**config.mk**
```make
export PLATFORM = sky130hd
export DESIGN_NAME = pc_seq_flat
export DESIGN_NICKNAME = d
export VERILOG_FILES = /design/src/rtl/pc_seq_if.sv /design/src/rtl/pc_seq.sv /design/src/flat_wrapper.sv
export SDC_FILE = /design/constraint.sdc
export NUM_CORES = 1
export LEC_CHECK = 0
export CAP_MARGIN = 5
export CORE_ASPECT_RATIO = 0.6
export CORE_MARGIN = 2
export CORE_UTILIZATION = 40
export CTS_CLUSTER_SIZE = 8
export DETAILED_ROUTE_END_ITERATION = 10
export GPL_ROUTABILITY_DRIVEN = 0
export GPL_TIMING_DRIVEN = 0
export PLACE_DENSITY = 0.76
export SLEW_MARGIN = 20
export SYNTH_ARGS = -nofsm -noshare
export SYNTH_HDL_FRONTEND = slang
export SYNTH_SLANG_ARGS = --single-unit
```
**constraint.sdc**
```tcl
create_clock -name clk -period 3 [get_ports clk]
set_clock_uncertainty 0.05 [all_clocks]
set_input_delay 0.9 -clock clk [delete_from_list [all_inputs] [get_ports clk]]
set_output_delay 0.9 -clock clk [all_outputs]
set_load 0.02 [all_outputs]
```
**src/rtl/pc_seq_if.sv**
```systemverilog
// pc_seq_if: control inputs and PC/run-state outputs of pc_seq (call/return signals under PC_RAS_EN)
interface pc_seq_if #(parameter int D = 12);
  logic         start, stall, halt, reljump_en, absjump_en;
  logic [D-1:0] offset, target, prog_ctr;
  logic         running, done;
`ifdef PC_RAS_EN
  logic         call_en, ret_en, ras_empty, ras_full;
`endif
  modport master (
    output start, stall, halt, reljump_en, absjump_en, offset, target,
`ifdef PC_RAS_EN
    output call_en, ret_en,
    input  ras_empty, ras_full,
`endif
    input  prog_ctr, running, done
  );
  modport slave (
    input  start, stall, halt, reljump_en, absjump_en, offset, target,
`ifdef PC_RAS_EN
    input  call_en, ret_en,
    output ras_empty, ras_full,
`endif
    output prog_ctr, running, done
  );
endinterface

```
**src/rtl/pc_seq.sv**
```systemverilog
// pc_seq: fetch-stage PC sequencer with jumps, stall/halt and run handshake; PC_RAS_EN adds a return-address stack
module pc_seq #(
  parameter int           D          = 12,
  parameter logic [D-1:0] START_ADDR = '0,
  parameter int           RAS_DEPTH  = 4
) (
  input logic     clk,
  input logic     reset_n,
  pc_seq_if.slave bus
);
  typedef enum logic [1:0] {IDLE, RUN, HALTED} state_t;
  state_t       state_q, state_d;
  logic [D-1:0] pc_q, pc_d, top;
  logic         go, call, ret, pop_ok;
  // a PC-changing request is honoured only in RUN when neither halt nor stall is present
  assign go = (state_q == RUN) && !bus.halt && !bus.stall;
`ifdef PC_RAS_EN
  localparam int CW = $clog2(RAS_DEPTH + 1);
  logic [D-1:0]  ras_q [RAS_DEPTH];
  logic [D-1:0]  ras_d [RAS_DEPTH];
  logic [CW-1:0] cnt_q, cnt_d;
  logic          full;
  assign call          = bus.call_en;
  assign ret           = bus.ret_en;
  assign pop_ok        = cnt_q != '0;
  assign full          = cnt_q == CW'(RAS_DEPTH);
  assign top           = ras_q[0];
  assign bus.ras_empty = !pop_ok;
  assign bus.ras_full  = full;
  // shift-register stack: entry 0 is the top, pushing when full drops the oldest entry off the end
  always_comb begin
    ras_d = ras_q;
    cnt_d = cnt_q;
    if (state_q != RUN) begin
      cnt_d = bus.start ? '0 : cnt_q;
    end else if (go && ret && pop_ok) begin
      for (int i = 0; i < RAS_DEPTH - 1; i++) ras_d[i] = ras_q[i+1];
      cnt_d = cnt_q - 1'b1;
    end else if (go && call && !ret) begin
      ras_d[0] = pc_q + 1'b1;
      for (int i = 1; i < RAS_DEPTH; i++) ras_d[i] = ras_q[i-1];
      cnt_d = full ? cnt_q : cnt_q + 1'b1;
    end
  end
  // stack occupancy; reset empties the stack
  always_ff @(posedge clk) begin
    if (!reset_n) cnt_q <= '0;
    else cnt_q <= cnt_d;
  end
  // stack entries carry no reset, the occupancy count marks which are valid
  always_ff @(posedge clk) begin
    ras_q <= ras_d;
  end
`else
  assign call   = 1'b0;
  assign ret    = 1'b0;
  assign pop_ok = 1'b0;
  assign top    = '0;
`endif
  // state and PC registers
  always_ff @(posedge clk) begin
    if (!reset_n) begin
      state_q <= IDLE;
      pc_q    <= START_ADDR;
    end else begin
      state_q <= state_d;
      pc_q    <= pc_d;
    end
  end
  // start leaves IDLE/HALTED, halt leaves RUN
  always_comb begin
    state_d = (state_q == RUN) ? (bus.halt ? HALTED : RUN) : (bus.start ? RUN : state_q);
  end
  // next PC: return, then absolute jump/call, then relative jump, then increment; wrap is modulo 2^D
  always_comb begin
    pc_d = pc_q;
    if (state_q != RUN) pc_d = bus.start ? START_ADDR : pc_q;
    else if (go) pc_d = ret ? (pop_ok ? top : pc_q + 1'b1) :
                        (bus.absjump_en || call) ? bus.target :
                        bus.reljump_en ? pc_q + bus.offset : pc_q + 1'b1;
  end
  // outputs decoded from registered state
  always_comb begin
    bus.prog_ctr = pc_q;
    bus.running  = state_q == RUN;
    bus.done     = state_q == HALTED;
  end
endmodule

```
**src/flat_wrapper.sv**
```systemverilog
// flat-port wrapper written by rule: the top's interface ports become plain ports
module pc_seq_flat 
#(
  parameter int           D          = 12,
  parameter logic [D-1:0] START_ADDR = '0,
  parameter int           RAS_DEPTH  = 4
)
  (clk, reset_n, bus_start, bus_stall, bus_halt, bus_reljump_en, bus_absjump_en, bus_offset, bus_target, bus_prog_ctr, bus_running, bus_done);
  pc_seq_if #(.D(D)) bus_i ();
  input logic clk;
  input logic reset_n;
  input wire logic [$bits(bus_i.start)-1:0] bus_start;
  input wire logic [$bits(bus_i.stall)-1:0] bus_stall;
  input wire logic [$bits(bus_i.halt)-1:0] bus_halt;
  input wire logic [$bits(bus_i.reljump_en)-1:0] bus_reljump_en;
  input wire logic [$bits(bus_i.absjump_en)-1:0] bus_absjump_en;
  input wire logic [$bits(bus_i.offset)-1:0] bus_offset;
  input wire logic [$bits(bus_i.target)-1:0] bus_target;
  output wire logic [$bits(bus_i.prog_ctr)-1:0] bus_prog_ctr;
  output wire logic [$bits(bus_i.running)-1:0] bus_running;
  output wire logic [$bits(bus_i.done)-1:0] bus_done;
  assign bus_i.start = bus_start;
  assign bus_i.stall = bus_stall;
  assign bus_i.halt = bus_halt;
  assign bus_i.reljump_en = bus_reljump_en;
  assign bus_i.absjump_en = bus_absjump_en;
  assign bus_i.offset = bus_offset;
  assign bus_i.target = bus_target;
  assign bus_prog_ctr = bus_i.prog_ctr;
  assign bus_running = bus_i.running;
  assign bus_done = bus_i.done;
  pc_seq #(.D(D), .START_ADDR(START_ADDR), .RAS_DEPTH(RAS_DEPTH)) u_core (.clk(clk), .reset_n(reset_n), .bus(bus_i));
endmodule
```
Yosys cells after proc, flatten, opt, wreduce, memory -nomap -nowiden
Index checks and enable logic that the tools add are counted.

word-level totals
  register bits = 14
  word-level logic and storage cells = 23
  output and inout bits = 14
  bits of input ports = 31

cells by class
  reductions and logical operators = 7
  equal/unequal tests = 4
  add/subtract/negate cells = 2
  muxes and demuxes = 8

operator list
  operator                                                               number
  12-bit 2-to-1 mux                                                      5
  12-bit by 1-bit adder with 12-bit output, second input constant        1
  12-bit adder                                                           1
  2-bit 2-to-1 mux                                                       3
  2-bit nonzero test                                                     2
  2-bit by 1-bit equality test with 1-bit output, second input constant  1
  2-bit equality test, second input constant                             1
  1-bit logical AND                                                      2
  1-bit zero test                                                        2
  2-bit by 1-bit != test with 1-bit output, second input constant        1
  2-bit != test, second input constant                                   1
  2-bit AND reduction                                                    1

Depth between registers and ports, before layout
  depth in word-level cells = 5
  depth in mapped cells = 10
  gate-level depth less buffers = 10

Worst setup path after synthesis
No wires, ideal clock.

  kind = input -> register
  start = in bus_reljump_en
  end = reg u_core.pc_q[11] (netlist: u_core.bus.prog_ctr[11])
  library setup time = 0.123 ns
  required time = 2.827 ns
  cell stages on the path = 10
  data arrival time = 2.707 ns
  slack = 0.120 ns
  cells stage by stage = clkbuf_1 -> nand2_1 -> inv_1 -> ha_1 -> a211oi_2 -> nor4_1 -> or2_4 -> or4_1 -> nand3_1 -> a221oi_2

on the way
  longest elaborated chain between the ends = 4

ends and longest elaborated chain
  what                  RTL line            text
  start, declared       flat_wrapper.sv:15  input wire logic [$bits(bus_i.reljump_en)-1:0] bus_reljump_en;
  12-bit 2-to-1 mux     pc_seq.sv:80        bus.reljump_en ? pc_q + bus.offset : pc_q + 1'b1;
  12-bit 2-to-1 mux     pc_seq.sv:79        (bus.absjump_en || call) ? bus.target :
  12-bit 2-to-1 mux     pc_seq.sv:78        else if (go) pc_d = ret ? (pop_ok ? top : pc_q + 1'b1) :
  12-bit 2-to-1 mux     pc_seq.sv:77        if (state_q != RUN) pc_d = bus.start ? START_ADDR : pc_q;
  end signal, assigned  pc_seq.sv:67        pc_q <= pc_d;
  end, declared         pc_seq.sv:13        logic [D-1:0] pc_q, pc_d, top;

No other way between the ends. The select of a mux whose other input is x is not followed.
A chain may end at the register's enable or synchronous reset.

Worst setup path after layout
  start = in bus_offset[1]
  end = reg u_core.pc_q[11] (netlist: u_core.bus.prog_ctr[11])

on the way
  longest elaborated chain between the ends = 5

ends and longest elaborated chain
  what               RTL line            text
  start, declared    flat_wrapper.sv:17  input wire logic [$bits(bus_i.offset)-1:0] bus_offset;
  12-bit adder       pc_seq.sv:80
  12-bit 2-to-1 mux  pc_seq.sv:80
  12-bit 2-to-1 mux  pc_seq.sv:79
  12-bit 2-to-1 mux  pc_seq.sv:78
  12-bit 2-to-1 mux  pc_seq.sv:77

No other way between the ends. The select of a mux whose other input is x is not followed.

==> impl_results.md <==
- Setup TNS: 0 ns
- Number of diodes: 0
- Busiest layer in global routing: met2
- VDD IR max: 0.0001640 V
- IO buf count: 44
- Area of the multi-input gates: between 900 and 1000 µm²
- R2r endpoint: u_core.bus.prog_ctr[11]
- Min cycle time layout: just under 3 ns
- Vias in the first global route: 1297
- Fin util: 65.27%
- IO Pins: 45
- CTS Buf Count: 3
- Syn_area_per_cell: 8.074 µm²
- Clock slew at reported path FFs: about 0.070 ns
- Final hold vios: 0
- Pin slew with the least headroom to its limit: 0.5497 ns
- Final worst-path cycle share: 97.25%
- Ys async rst share: 0%
- Met3 usage: 7.221%
- Nets: 249
- Drt wl/cell: 16.04 µm
- Crit-path max cell delay: between 0.5 and 0.6 ns
- Ratio of cells with drive above 1 in the final layout: 17.07%
- Initial antenna violation count: 0
- Mapped Area: 1211 µm²
- Row cnt: 15
- Overall Global Routing Usage: 23.24%
- Core ar.: 2872 µm²
- Starting density of the core: 42.18%
- Worst-Skew Late Latency: 0.26 ns
- Die width: ~75 µm
- Critical Path Source Type: input pin
- Routed Antenna Nets: 0
- CTS tree: yes
- Worst path slowest cell: or4_4
- Hold Crit Class: reg2reg
- GRT met1 Usage: 28.72%
- First-pass GRT wire length: 5.913 mm
- Crit path capture type: flip-flop
- Area contributors post-synth: dfxtp_1 23%, ha_1 11%, and2_1 6.2%
- Synth cell count leaders: 14 x dfxtp_1, 12 x and2_1, 11 x a21oi_1, 11 x ha_1
- Grt met2 use: 40.53%
- CP Buf/Inv Count: 2
- CP max FO: 4
- Initial DRT Pass Iterations: 4
- Setup violators final: 0
- Pin count of the biggest net entering global routing: 11
- P_leak: 0.7289 nW
- Post-synth top area share: 23.14%
- DPL Wire Length: 2.811 mm
- FF-to-FF Start: u_core.bus.prog_ctr[1]
- H-tree depth: 1
- Outcome: complete, no violations
- Crit-path cells: clkdlybuf4s50_1 > nand2_2 > inv_1 > ha_4 > a211oi_2 > nor4_1 > or2_4 > or4_4 > nand3_2 > a221oi_2
- Synthesis-to-layout area growth: 54.75%
- Die Height: between 40 and 50 µm
- HP Start: u_core.bus.prog_ctr[11]
- Filler Cells Inserted: about 240
- Synth warnings: 0
- Post-Synthesis Net Count: between 150 and 200
- Post-synth EDFFs: 0
- Drt drc: 0
- Pwr/cell area: 287.7 nW/µm²
- Cell count of the worst reg-to-reg path: 7
- Crit-path leading delay family: simple AND/OR/NAND/NOR gates
- Synth area leader: dfxtp_1
- Seq cells post-synth: 14
- Cts hold-fix bufs: 0
- WHS Endpoint: u_core.bus.prog_ctr[11]
- Max-slew violations: 0
- Worst EP arrival: 3.01 ns
- Post-synth top flop: dfxtp_1
- Synth unique cells: 43
- Overflow after GRT: 0
- Via count: 1320
- Gate Count Post-Synth: 150
- FF-to-FF setup slack: a little under 0.9 ns
- Most frequent cell after synthesis: dfxtp_1
- Die area: around 3500 µm²
- Clock Sink Count: 14
- Max-cap violations: 0
- DRT iter0 DRCs: 90
- Drt total wl: between 3 and 4 mm
- Crit path kind: in2reg
- DR vias/cell: approximately 5.3
- Storage element area: 280.3 µm²
- FMAX: 342.8 MHz
- Hold path depth: 2
- Max-slew headroom: 63.35%
- Clock buffer depth: 2
- Root Driver: clkbuf_8
- Post-synthesis sequential area ratio: 23.14%
- CP required: between 3 and 4 ns
==> logic make-up after synthesis <==
group / Yosys count / share of synthesized area [%]
mux: 1 / 0.9297
buf+inv: 11 / 3.616
fa+ha+maj: 12 / 13.02
xor+xnor: 7 / 5.062
compound gates: 48 / 27.17
simple gates: 57 / 27.07
flops: 14 / 23.14
==> worst max-delay path by stage <==
| stage | from | to | slack (ns) | depth (start not counted) |
|---|---|---|---|---|
| final | bus_offset[1] | u_core.bus.prog_ctr[11] | 0.08 | 10 |
| after global placement | bus_reljump_en | u_core.bus.prog_ctr[11] | -0.68 | 11 |
| after detailed placement | bus_reljump_en | u_core.bus.prog_ctr[11] | -0.74 | 11 |
| after global routing | bus_offset[0] | u_core.bus.prog_ctr[10] | -0.02 | 12 |
| after CTS | bus_offset[0] | u_core.bus.prog_ctr[11] | 0.002 | 10 |
| after floorplan | bus_reljump_en | u_core.bus.prog_ctr[11] | 0.12 | 10 |
==> layout by cell type, fill, tap and decap left out, types with 2 or more instances in the layout <==
cell type / Yosys / final
o21ai_0: 10 / 8
buf_4: 0 / 6
nand2b_1: 3 / 2
ha_1: 11 / 9
clkdlybuf4s50_1: 0 / 43
a21o_1: 2 / 2
dfxtp_1: 14 / 14
o22ai_1: 2 / 2
nand3_1: 5 / 4
nand2_1: 10 / 9
and2_1: 12 / 12
a222oi_1: 3 / 3
a21oi_2: 0 / 2
xor2_1: 3 / 3
o21bai_1: 2 / 2
nor2_1: 10 / 10
xnor2_1: 4 / 4
inv_1: 6 / 6
nor2b_1: 5 / 4
o31ai_1: 2 / 2
clkbuf_8: 0 / 5
clkbuf_1: 3 / 2
buf_2: 2 / 2
a21oi_1: 11 / 9
a22oi_1: 7 / 7
==> flip-flops by register name, summed over array words and instances, names as in the netlist <==
register and cells:
u_core.bus.prog_ctr 12, u_core.state_q 2
==> metrics by stage <==
step | total power [mW] | hold slack (ns) | worst slack, ns | area, µm² | cells
2_1_floorplan | 0.2657 | 0.4742 | 0.1203 | 1211 | 150
3_3_place_gp | 0.3286 | 0.4320 | -0.6820 | 1704 | 236
3_5_place_dp | 0.3325 | 0.4359 | -0.7420 | 1704 | 236
4_1_cts | 0.5303 | 0.4452 | 0.001919 | 1809 | 244
5_1_grt | 0.5645 | 0.5047 | -0.01672 | 1874 | 247
6_report | 0.5392 | 0.4889 | 0.08254 | 1874 | 247
==> area by class of cell <==
class,count,area share (%)
Tap cell,42,2.804
Multi-Input combinational cell,125,50.40
Timing Repair Buffer,51,26.03
Sequential cell,14,14.95
Inverter,6,1.202
Clock buffer,4,2.937
Buffer,5,1.669
==> power by group <==
group	leakage [nW]	switching, mW	internal, mW
registers	0.113	0.00427	0.190
logic	0.587	0.0668	0.0802
clock network	0.0288	0.0810	0.117
total	0.729	0.152	0.387
==> per-layer routing <==
layer / share of wire (%) / wire length [µm] / up-vias
li1: - / - / 664
met1: 44 / 1739 / 594
met2: 46 / 1827 / 56
met3: 8.2 / 326 / 6
met4: 1.8 / 70 / 0
met5: 0 / 0 / -
==> tightest hold or removal path, cell delays in order (launching register included) <==
cell and delay [ns]:
dfxtp_1 0.35, nand2_1 0.09, a221oi_2 0.06
==> what timing repair did <==
| action | in CTS | in global routing |
|---|---|---|
| pin swaps | 3 | 6 |
| endpoints found under the setup margin | 8 | 6 |
| gates resized for setup | 9 | 11 |
| cloned | 1 | 0 |
| setup buffers | 3 | 3 |
No activity file was read; power rests on OpenSTA's default activity.
==> RTL change 1 (config.mk and constraints unchanged) <==
Re-encode `state_t` (3 states) as one-hot, 3 bits wide.
--- a/src/rtl/pc_seq.sv
+++ b/src/rtl/pc_seq.sv
@@ -8,7 +8,7 @@
   input logic     reset_n,
   pc_seq_if.slave bus
 );
-  typedef enum logic [1:0] {IDLE, RUN, HALTED} state_t;
+  typedef enum logic [2:0] {IDLE = 3'b001, RUN = 3'b010, HALTED = 3'b100} state_t;
   state_t       state_q, state_d;
   logic [D-1:0] pc_q, pc_d, top;
   logic         go, call, ret, pop_ok;
Check against the original RTL: no difference found for any inputs over 10 cycles, from zero or initial values and one cycle with reset_n low; not proved beyond that.
==> RTL change 1 against the unedited design <==
- setup slack improved by 0.011 ns
- total power fell by 4.3%
- critical path depth did not move
- combinational power fell by 9.5%
- synthesized area rose by 15%
- hold slack got worse by 0.045 ns
- non-clock buffer count fell by 5
- sequential power rose by 6%
- clock power fell by 10%
- cell area rose by 5.3%
- count of clock-buffer cells in the layout fell by 1
- wire length rose by 1.4%
- sequential cell count rose by 1
- critical path type unchanged
==> RTL change 1: results (changes against the unedited design) <==
- Layout cells sized above 1: 0.0848 (-0.0859)
- Met2 WL: 1590 um (-13%)
- Worst r2r path cells: 8 (+1)
- WHS: 0.444 ns (-0.0447 ns)
- Reg power frac: 0.398 (+0.037)
- Sw Ratio: 0.292 (+0.00965)
- Met3 Resource Use GR: 0.0623 (-0.00994)
- DP HPWL: 3050 um (+8.5%)
- Post-Synth Adder-Cell Area: 0.113 (-0.0170)
- XOR/XNOR Fraction of Synth Area: 0.0252 (-0.0255)
- First-pass GRT wire length: 6450 um (+9.1%)
- Final core utilization: 0.601 (-0.0517)
- Nets: 268 (+7.6%)
- CP arrival: 2.98 ns (-0.03 ns)
- Hold EP: u_core.bus.prog_ctr[4]
- Final WL: 4020 um (+1.4%)
- Most area-consuming cells after synthesis: dfxtp_1 (22%), ha_1 (9.9%), a21oi_1 (5.4%)
- Postcts setup bufs: 0 (-3)
- Layout non-clock buf frac: 0.242 (-0.0348)
- Post-Syn Nets: 220 (+14%)
- Layout fillers: 317 (+30%)
- Fraction of area in registers: 0.152 (+0.00266)
- Vias in the first global route: 1365 (+5.2%)
- Run status: completed
- Initial detailed-routing violation count: 173 (+92%)
- Leak Pwr: 0.758 nW (+4.0%)
- Top Family by Delay on Critical Path: adder cells
- Maximum VDD drop: 0.267 mV (+63%)
- Clk tree area frac: 0.0247 (-0.00464)
- Clk pwr: 178 uW (-10%)
- Sink Count: 15 (+1)
- Compound-Gate Fraction of Synth Area: 0.284 (+0.0122)
- Unique masters post-synth: 48 (+12%)
- Wirelength per Cell: 14.9 um (-6.9%)
- Mux cell area share after synthesis: 0.0467 (+0.0374)
- Worst reg2reg path startpoint: u_core.bus.prog_ctr[0]
- Pre-CTS setup slack: -0.858 ns (-0.116 ns)
- Non-clk invs: 11 (+5)
- Most common library cells after synthesis: a21oi_1 (15), dfxtp_1 (15), nor2_1 (15)
- Max transition margin: 0.626 (-0.00736)
- Syn Inst Count: 177 (+18%)
- R2R Setup Slk: 0.87 ns (-0.02 ns)
- Port bufs: 43 (-2.3%)
- Sequential element share of the synthesized area: 0.216 (-0.0158)
- Crit-path slowest cell: clkdlybuf4s50_1
- GRT Util Overall: 0.211 (-0.0216)
- Cell Area, Synth: 0.00139 mm2 (+15%)
- Buffers excl. clock: 51 (-8.9%)
- Vias: 1531 (+16%)
- M2 GR Usage: 0.281 (-0.125)
- Max stage delay on crit path: 0.44 ns (-0.10 ns)
- Power per Cell Area: 262 mW/mm2 (-9.1%)
- Met1 usage: 0.323 (+0.0360)
[RTL change 1: cell types whose count changed after synthesis, moves of 4 or more]
| cell | delta |
|---|---|
| nor3_1 | +5 |
| nor2_1 | +5 |
| mux2i_1 | +4 |
| inv_1 | +4 |
| o21ai_0 | -5 |
| a21oi_1 | +4 |
| a2111oi_0 | +4 |
[RTL change 1: worst max-delay path by stage]
stage | startpoint | endpoint | slack, ns | cells after the start
global route | bus_reljump_en | u_core.bus.prog_ctr[9] | 0.02 | 10
detailed placement | bus_reljump_en | u_core.bus.prog_ctr[11] | -0.86 | 10
CTS | bus_offset[0] | u_core.bus.prog_ctr[10] | 0.01 | 10
finish | bus_offset[0] | u_core.bus.prog_ctr[10] | 0.09 | 10
global placement | bus_reljump_en | u_core.bus.prog_ctr[11] | -0.81 | 10
floorplan | bus_reljump_en | u_core.bus.prog_ctr[11] | 0.20 | 9
==> RTL change 2 (config.mk and constraints unchanged) <==
Without the edit above. `D` is set to 12 in 3 places; all go to 11.
--- a/src/rtl/pc_seq_if.sv
+++ b/src/rtl/pc_seq_if.sv
@@ -1,5 +1,5 @@
 // pc_seq_if: control inputs and PC/run-state outputs of pc_seq (call/return signals under PC_RAS_EN)
-interface pc_seq_if #(parameter int D = 12);
+interface pc_seq_if #(parameter int D = 11);
   logic         start, stall, halt, reljump_en, absjump_en;
   logic [D-1:0] offset, target, prog_ctr;
   logic         running, done;
--- a/src/rtl/pc_seq.sv
+++ b/src/rtl/pc_seq.sv
@@ -1,6 +1,6 @@
 // pc_seq: fetch-stage PC sequencer with jumps, stall/halt and run handshake; PC_RAS_EN adds a return-address stack
 module pc_seq #(
-  parameter int           D          = 12,
+  parameter int           D          = 11,
   parameter logic [D-1:0] START_ADDR = '0,
   parameter int           RAS_DEPTH  = 4
 ) (
--- a/src/flat_wrapper.sv
+++ b/src/flat_wrapper.sv
@@ -1,7 +1,7 @@
 // flat-port wrapper written by rule: the top's interface ports become plain ports
 module pc_seq_flat 
 #(
-  parameter int           D          = 12,
+  parameter int           D          = 11,
   parameter logic [D-1:0] START_ADDR = '0,
   parameter int           RAS_DEPTH  = 4
 )
Interface: changed (resized bus_offset, bus_prog_ctr and bus_target); port bits go from 45 to 42. The function was not compared with the original's and may differ.
==> RTL change 2 against the unedited design <==
- combinational power shrank 4%
- synthesized area decreased by 5.1%
- sequential cell count shrank 1
- clock power down 18%
- cell area decreased by 6.7%
- die area fell by 4.7%
- non-clock buffer count decreased by 8
- total power fell by 10%
- global-route usage decreased by 1.1 points
- setup slack worse by 0.0022 ns
- wire length fell by 9.1%
- largest cell class unchanged
- largest power group is now sequential cells
- highest routed layer unchanged
==> RTL change 2: results (changes against the unedited design) <==
- Unique masters post-synth: 44 (+2.3%)
- M2 GR Usage: 0.387 (-0.0179)
- # H-tree levels: 1 (unchanged)
- Post-Syn Nets: 182 (-5.7%)
- Met3 routed WL: 273 um (-16%)
- Port bufs: 40 (-9.1%)
- Hold crit path type: reg2reg
- Vias: 1305 (-1.1%)
- Top Family by Delay on Critical Path: simple AND/OR/NAND/NOR gates
- Sw power: 141 uW (-7.4%)
- Mux cell area share after synthesis: 0.00979 (+0.000496)
- Crit-path slowest cell: or4_1
- Met3 Resource Use GR: 0.0575 (-0.0147)
- Max FFs per register: 11 (-1)
- WHS: 0.478 ns (-0.0112 ns)
- Sink Count: 13 (-1)
- Met1 usage: 0.276 (-0.0108)
- Comb power: 141 uW (-4%)
- Metal-1 WL: 1660 um (-4.4%)
- R2R Setup Slk: 0.91 ns (+0.02 ns)
- Worst-Margin Slew: 0.568 ns (+0.0184 ns)
- CP arrival: 3.05 ns (+0.04 ns)
- Layout fillers: 242 (-0.41%)
- Max stage delay on crit path: 0.47 ns (-0.07 ns)
- Compound-Gate Fraction of Synth Area: 0.307 (+0.0352)
- Run status: completed
- Post-Synth Adder-Cell Area: 0.126 (-0.00394)
- Multi-input gates: 119 (-4.8%)
- Multi-input logic area: 920 um2 (-2.6%)
- Buffers excl. clock: 48 (-14%)
- Initial detailed-routing violation count: 91 (+1.1%)
- Wirelength per Cell: 16.1 um (+0.20%)
- DP HPWL: 2560 um (-8.8%)
- Register area: 260 um2 (-7.1%)
- Root Buffer: clkbuf_8
- Most area-consuming cells after synthesis: dfxtp_1 (23%), ha_1 (11%), and2_1 (5.4%)
- Max FO, Critical Path: 4 (unchanged)
- Leak Pwr: 0.681 nW (-6.5%)
- Most common library cells after synthesis: nand2_1 (14), dfxtp_1 (13)
- Sequential element share of the synthesized area: 0.226 (-0.00507)
- XOR/XNOR Fraction of Synth Area: 0.0533 (+0.00270)
- GRT Util Overall: 0.222 (-0.0107)
- Maximum VDD drop: 0.137 mV (-16%)
- Nets: 231 (-7.2%)
- Met2 WL: 1630 um (-11%)
- Clk tree area frac: 0.0258 (-0.00362)
- First-pass GRT wire length: 5480 um (-7.4%)
- Clock tree buffer depth: 2 (unchanged)
## RTL change 2: repair_timing
item	4_1_cts	5_1_grt
gates cloned	1	0
buffers inserted	0	3
setup endpoints to repair	8	3
gates resized for setup	11	11
pin swaps	1	6
## RTL change 2: final timing paths
path                             endpoint                   start  cells past startpoint
hold / removal     u_core.bus.prog_ctr[9]  u_core.bus.prog_ctr[9]                      2
setup / recovery  u_core.bus.prog_ctr[10]           bus_offset[0]                     11
hold reg to reg    u_core.bus.prog_ctr[9]  u_core.bus.prog_ctr[9]                      2
setup reg to reg   u_core.bus.prog_ctr[3]       u_core.state_q[1]                      5
## RTL change 2: metrics by stage
step	utilization	worst slack (ns)	std cells	area [um2]	total power, mW
floorplan	-	0.123	142	1150	0.252
global placement	0.570	-0.757	216	1590	0.310
detailed placement	0.570	-0.820	216	1590	0.315
CTS	0.602	0.00702	221	1680	0.486
global route	0.626	-0.0246	224	1750	0.511
finish	0.626	0.0803	224	1750	0.485
